[config.mk]
export PLATFORM = sky130hd
export DESIGN_NAME = pipe_stage_skid
export DESIGN_NICKNAME = d
export VERILOG_FILES = /design/src/rtl/pipe_stage_skid_pkg.sv /design/src/rtl/pipe_stage_skid_sat_counter.sv /design/src/rtl/pipe_stage_skid.sv
export SDC_FILE = /design/constraint.sdc
export NUM_CORES = 1
export LEC_CHECK = 0
export CAP_MARGIN = 40
export CORE_AREA = 2 2 121 123
export CTS_CLUSTER_SIZE = 20
export DETAILED_ROUTE_END_ITERATION = 16
export DIE_AREA = 0 0 123 125
export GPL_TIMING_DRIVEN = 0
export PLACE_DENSITY = 0.8
export RECOVER_POWER = 50
export SYNTH_ARGS = -nofsm -noshare
export SYNTH_HDL_FRONTEND = slang
export SYNTH_SLANG_ARGS = --single-unit
export TNS_END_PERCENT = 5
[constraint.sdc]
create_clock -name clk_i -period 2.27 [get_ports clk_i]
set_input_delay 0.681 -clock clk_i [delete_from_list [all_inputs] [get_ports clk_i]]
set_output_delay 0.681 -clock clk_i [all_outputs]
set_load 0.1 [all_outputs]
[src/rtl/pipe_stage_skid_pkg.sv]
// Shared pipeline-stage definitions.
// Holds the skid-stage state encoding, the per-stage payload layouts with
// their widths (used to size DATA_W at each stage boundary) and the NOP
// bubble payloads that stages present while empty.
package pipe_stage_skid_pkg;

  // EMPTY: nothing held; ONE: main register valid; FULL: main + skid valid.
  typedef enum logic [1:0] {
    ST_EMPTY = 2'd0,
    ST_ONE   = 2'd1,
    ST_FULL  = 2'd2
  } skid_state_e;

  typedef struct packed {
    logic [31:0] instr;
    logic [31:0] pc;
  } ifid_t;

  typedef struct packed {
    logic [31:0] instr;
    logic [31:0] pc;
    logic [31:0] rs1_val;
    logic [31:0] rs2_val;
  } idex_t;

  localparam int IFID_W = $bits(ifid_t);
  localparam int IDEX_W = $bits(idex_t);

  // addi x0, x0, 0
  localparam logic [31:0] NOP_INSTR = 32'h0000_0013;

  localparam ifid_t IFID_BUBBLE = '{instr: NOP_INSTR, pc: 32'h0};
  localparam idex_t IDEX_BUBBLE = '{instr: NOP_INSTR, pc: 32'h0,
                                    rs1_val: 32'h0, rs2_val: 32'h0};

  function automatic logic [1:0] occ_of(skid_state_e s);
    logic [1:0] occ;
    occ = 2'd0;
    case (s)
      ST_ONE:  occ = 2'd1;
      ST_FULL: occ = 2'd2;
      default: occ = 2'd0;
    endcase
    return occ;
  endfunction

endpackage

[src/rtl/pipe_stage_skid_sat_counter.sv]
// Saturating up-counter.
// Ports:
//   clk_i  - clock
//   rst_ni - asynchronous active-low reset, clears the count
//   clr_i  - synchronous clear (takes priority over increment)
//   inc_i  - add one this cycle unless already at all-ones
//   cnt_o  - current count, sticks at 2^CNT_W-1
module sat_counter #(
  parameter int CNT_W = 16
) (
  input  logic             clk_i,
  input  logic             rst_ni,
  input  logic             clr_i,
  input  logic             inc_i,
  output logic [CNT_W-1:0] cnt_o
);

  logic [CNT_W-1:0] cnt_q;
  logic [CNT_W-1:0] cnt_d;

  always_comb begin
    cnt_d = cnt_q;
    if (clr_i) begin
      cnt_d = '0;
    end else if (inc_i && (cnt_q != '1)) begin
      cnt_d = cnt_q + CNT_W'(1);
    end
  end

  always_ff @(posedge clk_i or negedge rst_ni) begin
    if (!rst_ni) begin
      cnt_q <= '0;
    end else begin
      cnt_q <= cnt_d;
    end
  end

  assign cnt_o = cnt_q;

endmodule

[src/rtl/pipe_stage_skid.sv]
// Pipeline stage register with valid/ready handshake and a two-entry skid
// buffer. in_ready_o comes straight from a flop, so downstream ready never
// reaches upstream combinationally; the skid entry absorbs the one payload
// that arrives in the cycle downstream stops accepting.
// Ports:
//   clk_i        - clock
//   start_i      - asynchronous active-low reset
//   flush_i      - synchronous flush, drops all held entries
//   in_valid_i / in_ready_o / in_data_i    - upstream handshake
//   out_valid_o / out_ready_i / out_data_o - downstream handshake
//   occ_o        - number of entries held (0..2)
//   stall_cnt_o  - saturating count of cycles with out_valid_o && !out_ready_i
module pipe_stage_skid
  import pipe_stage_skid_pkg::*;
#(
  parameter int                DATA_W = 64,
  parameter logic [DATA_W-1:0] BUBBLE = '0,
  parameter int                CNT_W  = 16
) (
  input  logic              clk_i,
  input  logic              start_i,
  input  logic              flush_i,
  input  logic              in_valid_i,
  output logic              in_ready_o,
  input  logic [DATA_W-1:0] in_data_i,
  output logic              out_valid_o,
  input  logic              out_ready_i,
  output logic [DATA_W-1:0] out_data_o,
  output logic [1:0]        occ_o,
  output logic [CNT_W-1:0]  stall_cnt_o
);

  skid_state_e       state_q, state_d;
  logic [DATA_W-1:0] m_q, m_d;
  logic [DATA_W-1:0] s_q, s_d;
  logic              in_ready_q, in_ready_d;
  logic              in_fire;
  logic              out_fire;

  assign out_valid_o = (state_q != ST_EMPTY);
  assign in_ready_o  = in_ready_q;
  assign out_data_o  = m_q;
  assign occ_o       = occ_of(state_q);

  assign in_fire  = in_valid_i && in_ready_q;
  assign out_fire = out_valid_o && out_ready_i;

  always_comb begin
    state_d = state_q;
    m_d     = m_q;
    s_d     = s_q;
    if (flush_i) begin
      // An in-fire this cycle is discarded; an out-fire has already been
      // seen by downstream and needs no undo.
      state_d = ST_EMPTY;
      m_d     = BUBBLE;
      s_d     = BUBBLE;
    end else begin
      case (state_q)
        ST_EMPTY: begin
          if (in_fire) begin
            state_d = ST_ONE;
            m_d     = in_data_i;
          end
        end
        ST_ONE: begin
          if (in_fire && out_fire) begin
            m_d = in_data_i;
          end else if (in_fire) begin
            state_d = ST_FULL;
            s_d     = in_data_i;
          end else if (out_fire) begin
            state_d = ST_EMPTY;
            m_d     = BUBBLE;
          end
        end
        ST_FULL: begin
          if (out_fire) begin
            state_d = ST_ONE;
            m_d     = s_q;
            s_d     = BUBBLE;
          end
        end
        default: begin
          state_d = ST_EMPTY;
          m_d     = BUBBLE;
          s_d     = BUBBLE;
        end
      endcase
    end
    // Precomputed from the next state so the output is a plain flop.
    in_ready_d = (state_d != ST_FULL);
  end

  always_ff @(posedge clk_i or negedge start_i) begin
    if (!start_i) begin
      state_q    <= ST_EMPTY;
      m_q        <= BUBBLE;
      s_q        <= BUBBLE;
      in_ready_q <= 1'b1;
    end else begin
      state_q    <= state_d;
      m_q        <= m_d;
      s_q        <= s_d;
      in_ready_q <= in_ready_d;
    end
  end

  sat_counter #(
    .CNT_W (CNT_W)
  ) u_stall_cnt (
    .clk_i  (clk_i),
    .rst_ni (start_i),
    .clr_i  (1'b0),
    .inc_i  (out_valid_o && !out_ready_i),
    .cnt_o  (stall_cnt_o)
  );

endmodule

======== Yosys cells after proc, flatten, opt, wreduce, memory -nomap -nowiden ========
Cells that the tools add are included.
storage, ports and cells
  register bits after elaboration ......... 147
  output and inout port bits .............. 84
cells by class
  add/subtract/negate cells ............... 1
  equality and inequality tests ........... 11
  mux-type cells .......................... 18
  reductions and logical operators ........ 10
operators with widths
  operator                                              number
  two-way mux 64 bit                                    8
  one-hot mux 64 bit (3 select lines)                   2
  adder 16 x 1 -> 16 bit (second input constant)        1
  inequality test 16 bit (second input constant)        1
  two-way mux 2 bit                                     6
  inequality test 3 bit (second input constant)         4
  inequality test 4 bit (second input constant)         2
  AND reduction 4 bit                                   2
  one-hot mux 2 bit (3 select lines)                    1
  logical AND 1 bit                                     5
  inequality test 2 bit (second input constant)         2
  one-hot mux 2 bit (2 select lines)                    1
  equality test 2 x 1 -> 1 bit (second input constant)  1
  equality test 2 bit (second input constant)           1
  logical NOT 2 bit                                     1
  nonzero test 2 bit                                    1
  logical NOT 1 bit                                     1

======== Depth between registers and ports, before layout ========
  depth after elaboration ................. 8
  mapped depth ............................ 8

======== By module ========
From an unflattened synthesis, not the netlist that was laid out.
second synthesis, totals
  cells, all modules ...................... 702
  area total of the unflattened synthesis .. 7,648.6 um2
by module, submodules not included
  module           instances  cells each  area each (um2)  seq. area each (um2)
  pipe_stage_skid  1          604         6,706.4          3,279.4
  sat_counter      1          98          942.2            400.4

======== Worst setup path after synthesis ========
Ideal clock, no wire load.
  path kind ............................... register to output
  start point ............................. reg state_q[0]
  end point ............................... out occ_o[1]
  arrival time ............................ 1.732 ns
  required time ........................... 1.589 ns
  slack ................................... -0.143 ns
  cell stages (with the launch flop) ...... 5
  path buffers ............................ 2
  cell sequence ........................... dfrtp_1 buf_6 nand2b_1 inv_1 clkbuf_1
on the way
  cells in the longest elaborated chain, start to end .. 2
  elaborated cells on any way between the ends .. 3
ends and longest elaborated chain
  element                                                              line                       source
  start: declaration                                                   pipe_stage_skid.sv:33      skid_state_e state_q, state_d;
  start signal: assignment                                             pipe_stage_skid.sv:102     state_q <= state_d;
  equality test 2 bit or equality test 2 x 1 -> 1 bit (tied branches)  pipe_stage_skid_pkg.sv:39  case (s)
  one-hot mux 2 bit (2 select lines) *                                 pipe_stage_skid_pkg.sv:39
  end: declaration                                                     pipe_stage_skid.sv:29      output logic [1:0] occ_o,
Mark *: on every way between the ends. The rest lies on a longest branch, timed or not.

======== Worst setup path after layout ========
  start point ............................. reg m_q[47], in the netlist out_data_o[47]
  end point ............................... out out_data_o[47]
RTL lines
  element                   line                    source
  start: declaration        pipe_stage_skid.sv:34   logic [DATA_W-1:0] m_q, m_d;
  start signal: assignment  pipe_stage_skid.sv:103  m_q <= m_d;
  end: declaration          pipe_stage_skid.sv:28   output logic [DATA_W-1:0] out_data_o,
No word-level cell between the ends.

==> run metrics <==
crit-path max FO 2; initial antenna violation count 0; crit-path max cell delay 0.58 ns; P_sw 2.94 mW; core area 14,200 µm²; status finished with violations; first-pass GRT wire length 32.9 mm; Crit path max-delay family buffers and inverters; Ys Warns 0; Hold Vio Cnt, Final 0; Synth Instances 593; slowest cell on the critical path clkdlybuf4s50_1; P per Cell Area 766 nW/µm²; clock group share of total power 0.307; Placer Congestion 0.794; clock root cell clkbuf_16; Hold-fix buffers, CTS 0; setup slack, reg-to-reg 0.25 ns; wire per inst 19.5 µm; Routed Antenna Nets 0; power share of the combinational group 0.333; Synth top area share 0.515; Die Wd 123 µm; Placed Instance Area 10,200 µm²; largest net degree at the start of global routing 81; final WL 20.5 mm; die area 15,400 µm²; Worst Setup Slack, final 0.00369 ns; Inserted Diodes 0; clock transition at the registers of the reported paths 0.05 ns; worst reg2reg startpoint state_q[0]; total grt overflow 0; failing checks max-capacitance violations, max-slew violations; CP arrival 1.59 ns; HPWL Detailed 14.0 mm; Initial Utilization 0.500; I/O pin total 153; Worst Skew 0.00837 ns; Post-synth ARST share 1.00; Main synth FF type dfrtp_1; most common cell after layout, fill and taps aside dfrtp_1; synth top area cells dfrtp_1, o2bb2ai_2, mux2i_1; Sw Ratio 0.353; sequential share of the synthesized area 0.519; crit-path cells clkdlybuf4s50_1 -> buf_12; synthesized flop and latch total 147; crit path time final 2.27 ns; chip height 125 µm; critical path type flop to output pin; LEAKAGE 5.01 nW; post-route cell area 10,900 µm²; clk_lat worst skew 0.42 ns; Max-cap violations 1; Reg power frac 0.360; Row Count 44; Mapped Nets 663; Critical Path RT 1.59 ns; Max Buffers Root-to-Sink 2; Max Slew Vio Count 68; Area Overhead vs Synth 53.2%; Max Fclk 441 MHz; Starting DRT DRC Count 454; DR DRC count 0; post-synthesis average cell area 12.0 µm²; routed via count 5,837; nets@finish 922; Yosys cell types 47; leading area contributor after synthesis dfrtp_1; CTS Sinks 147; Mapped Area 7100 µm²; CTS tree built; CTS buffer count 17; Tcrit/Tclk final 0.998; Hold Crit Start out_data_o[54]; EDFF count, synth 0; Int Power 5.39 mW; commonest non-fill, non-tap cells in the layout dfrtp_1, clkdlybuf4s50_1, nand2_1; CP endpoint kind output pin; proportion of layout cells with a drive suffix above 1 0.267; H-tree Lvls 4; PortBufs 152; drt pass-1 iters 5; vias per cell 5.57; CP Launch Point out_data_o[47]; slew at the pin closest to its max-slew limit 1.71 ns; vias in the first global route 6,374; pre-CTS setup slack -0.693 ns; Setup crit start kind flop; Rel. slew slack -0.142; Max VDD drop 1100 µV; Hold Path Class flop to flop; Total GRT Usage 0.278; final setup fails 0; CP bufs+invs 2
## area by class of cell
type | instances | area, µm²
sequential | 147 | 3690
fill | 834 | 3330
timing repair buffer | 240 | 2990
multi-input combinational | 334 | 2850
clock buffer | 24 | 462
buffer | 45 | 354
inverter | 67 | 251
tap | 184 | 230
clock inverter | 6 | 57.6
## cells in the mapped netlist, types with 2 or more instances
master     count
a211oi_1       2
a21oi_1        4
a21oi_2        2
a22oi_1       64
a31oi_1        3
and3_1         3
buf_12         6
buf_2         15
buf_4          7
buf_6          3
clkbuf_1      13
dfrtp_1      146
inv_1         67
mux2i_1       64
nand2_1       70
nand2b_1       2
nand3_1        5
nand4_1        6
nor2_1         5
nor4_1         3
o21ai_0        2
o21bai_1       2
o2bb2ai_1      4
o2bb2ai_2     60
xnor2_1        7
xor2_1         7
## per-layer routing
metal,wire (µm),GRT usage,share of wire
met1,8120,0.350,0.40
met2,10500,0.458,0.51
met3,1030,0.0561,0.050
met4,800,0.133,0.039
met5,0,0,0
## state kept, by name (all words and copies together) (netlist names)
name / count
in_ready_o: 1
out_data_o: 64
u_stall_cnt.cnt_o: 16
s_q: 64
state_q: 2
## power groups by stage
| stage | clock, mW | combinational (mW) | sequential (mW) |
|---|---|---|---|
| 2_1_floorplan | 0 | 0.629 | 3.96 |
| 3_3_place_gp | 0 | 2.18 | 3.02 |
| 3_5_place_dp | 0 | 2.72 | 3.03 |
| 4_1_cts | 2.60 | 2.76 | 2.99 |
| 5_1_grt | 2.72 | 2.90 | 3.02 |
| 6_report | 2.56 | 2.78 | 3.00 |
## path summary, 6_finish.rpt
check	to	cells after the start
max in group asynchronous	u_stall_cnt.cnt_o[4]	2
min in group asynchronous	s_q[19]	1
worst min-delay path	out_data_o[54]	1
worst max-delay path	out_data_o[47]	2
worst min register to register	out_data_o[54]	1
worst max register to register	out_data_o[21]	8
## kinds of logic (layout without fill, tap and decap cells)
family / count (synthesis) / in the layout / share of synthesized area
AOI/OAI and AO/OA: 149 / 149 / 0.220
DFF: 147 / 147 / 0.519
buffers and inverters: 112 / 382 / 0.0827
and+or+nand+nor: 105 / 105 / 0.0679
muxes: 65 / 65 / 0.0919
xor gates and xnor gates: 14 / 14 / 0.0173
adders and majority gates: 1 / 1 / 0.00176
## what timing repair did
item | 4_1_cts | 5_1_grt
cloned | 0 | 0
setup endpoints to repair | 82 | 80
gates resized for setup | 57 | 38
pin swaps | 0 | 1
setup buffers | 0 | 5
## per-stage QoR
stage	util	setup TNS [ns]	total power [mW]	hold WS [ns]	std cells
after detailed placement	0.718	-45.01	5.75	0.475	1014
after floorplan	-	0	4.59	0.385	593
after global placement	0.623	-802.74	5.20	0.472	929
after global routing	0.766	-0.0623	8.63	0.499	1047
after CTS	0.761	-0.0928	8.35	0.266	1042
final	0.766	0	8.33	0.489	1047
(Power assumes the default switching activity.)
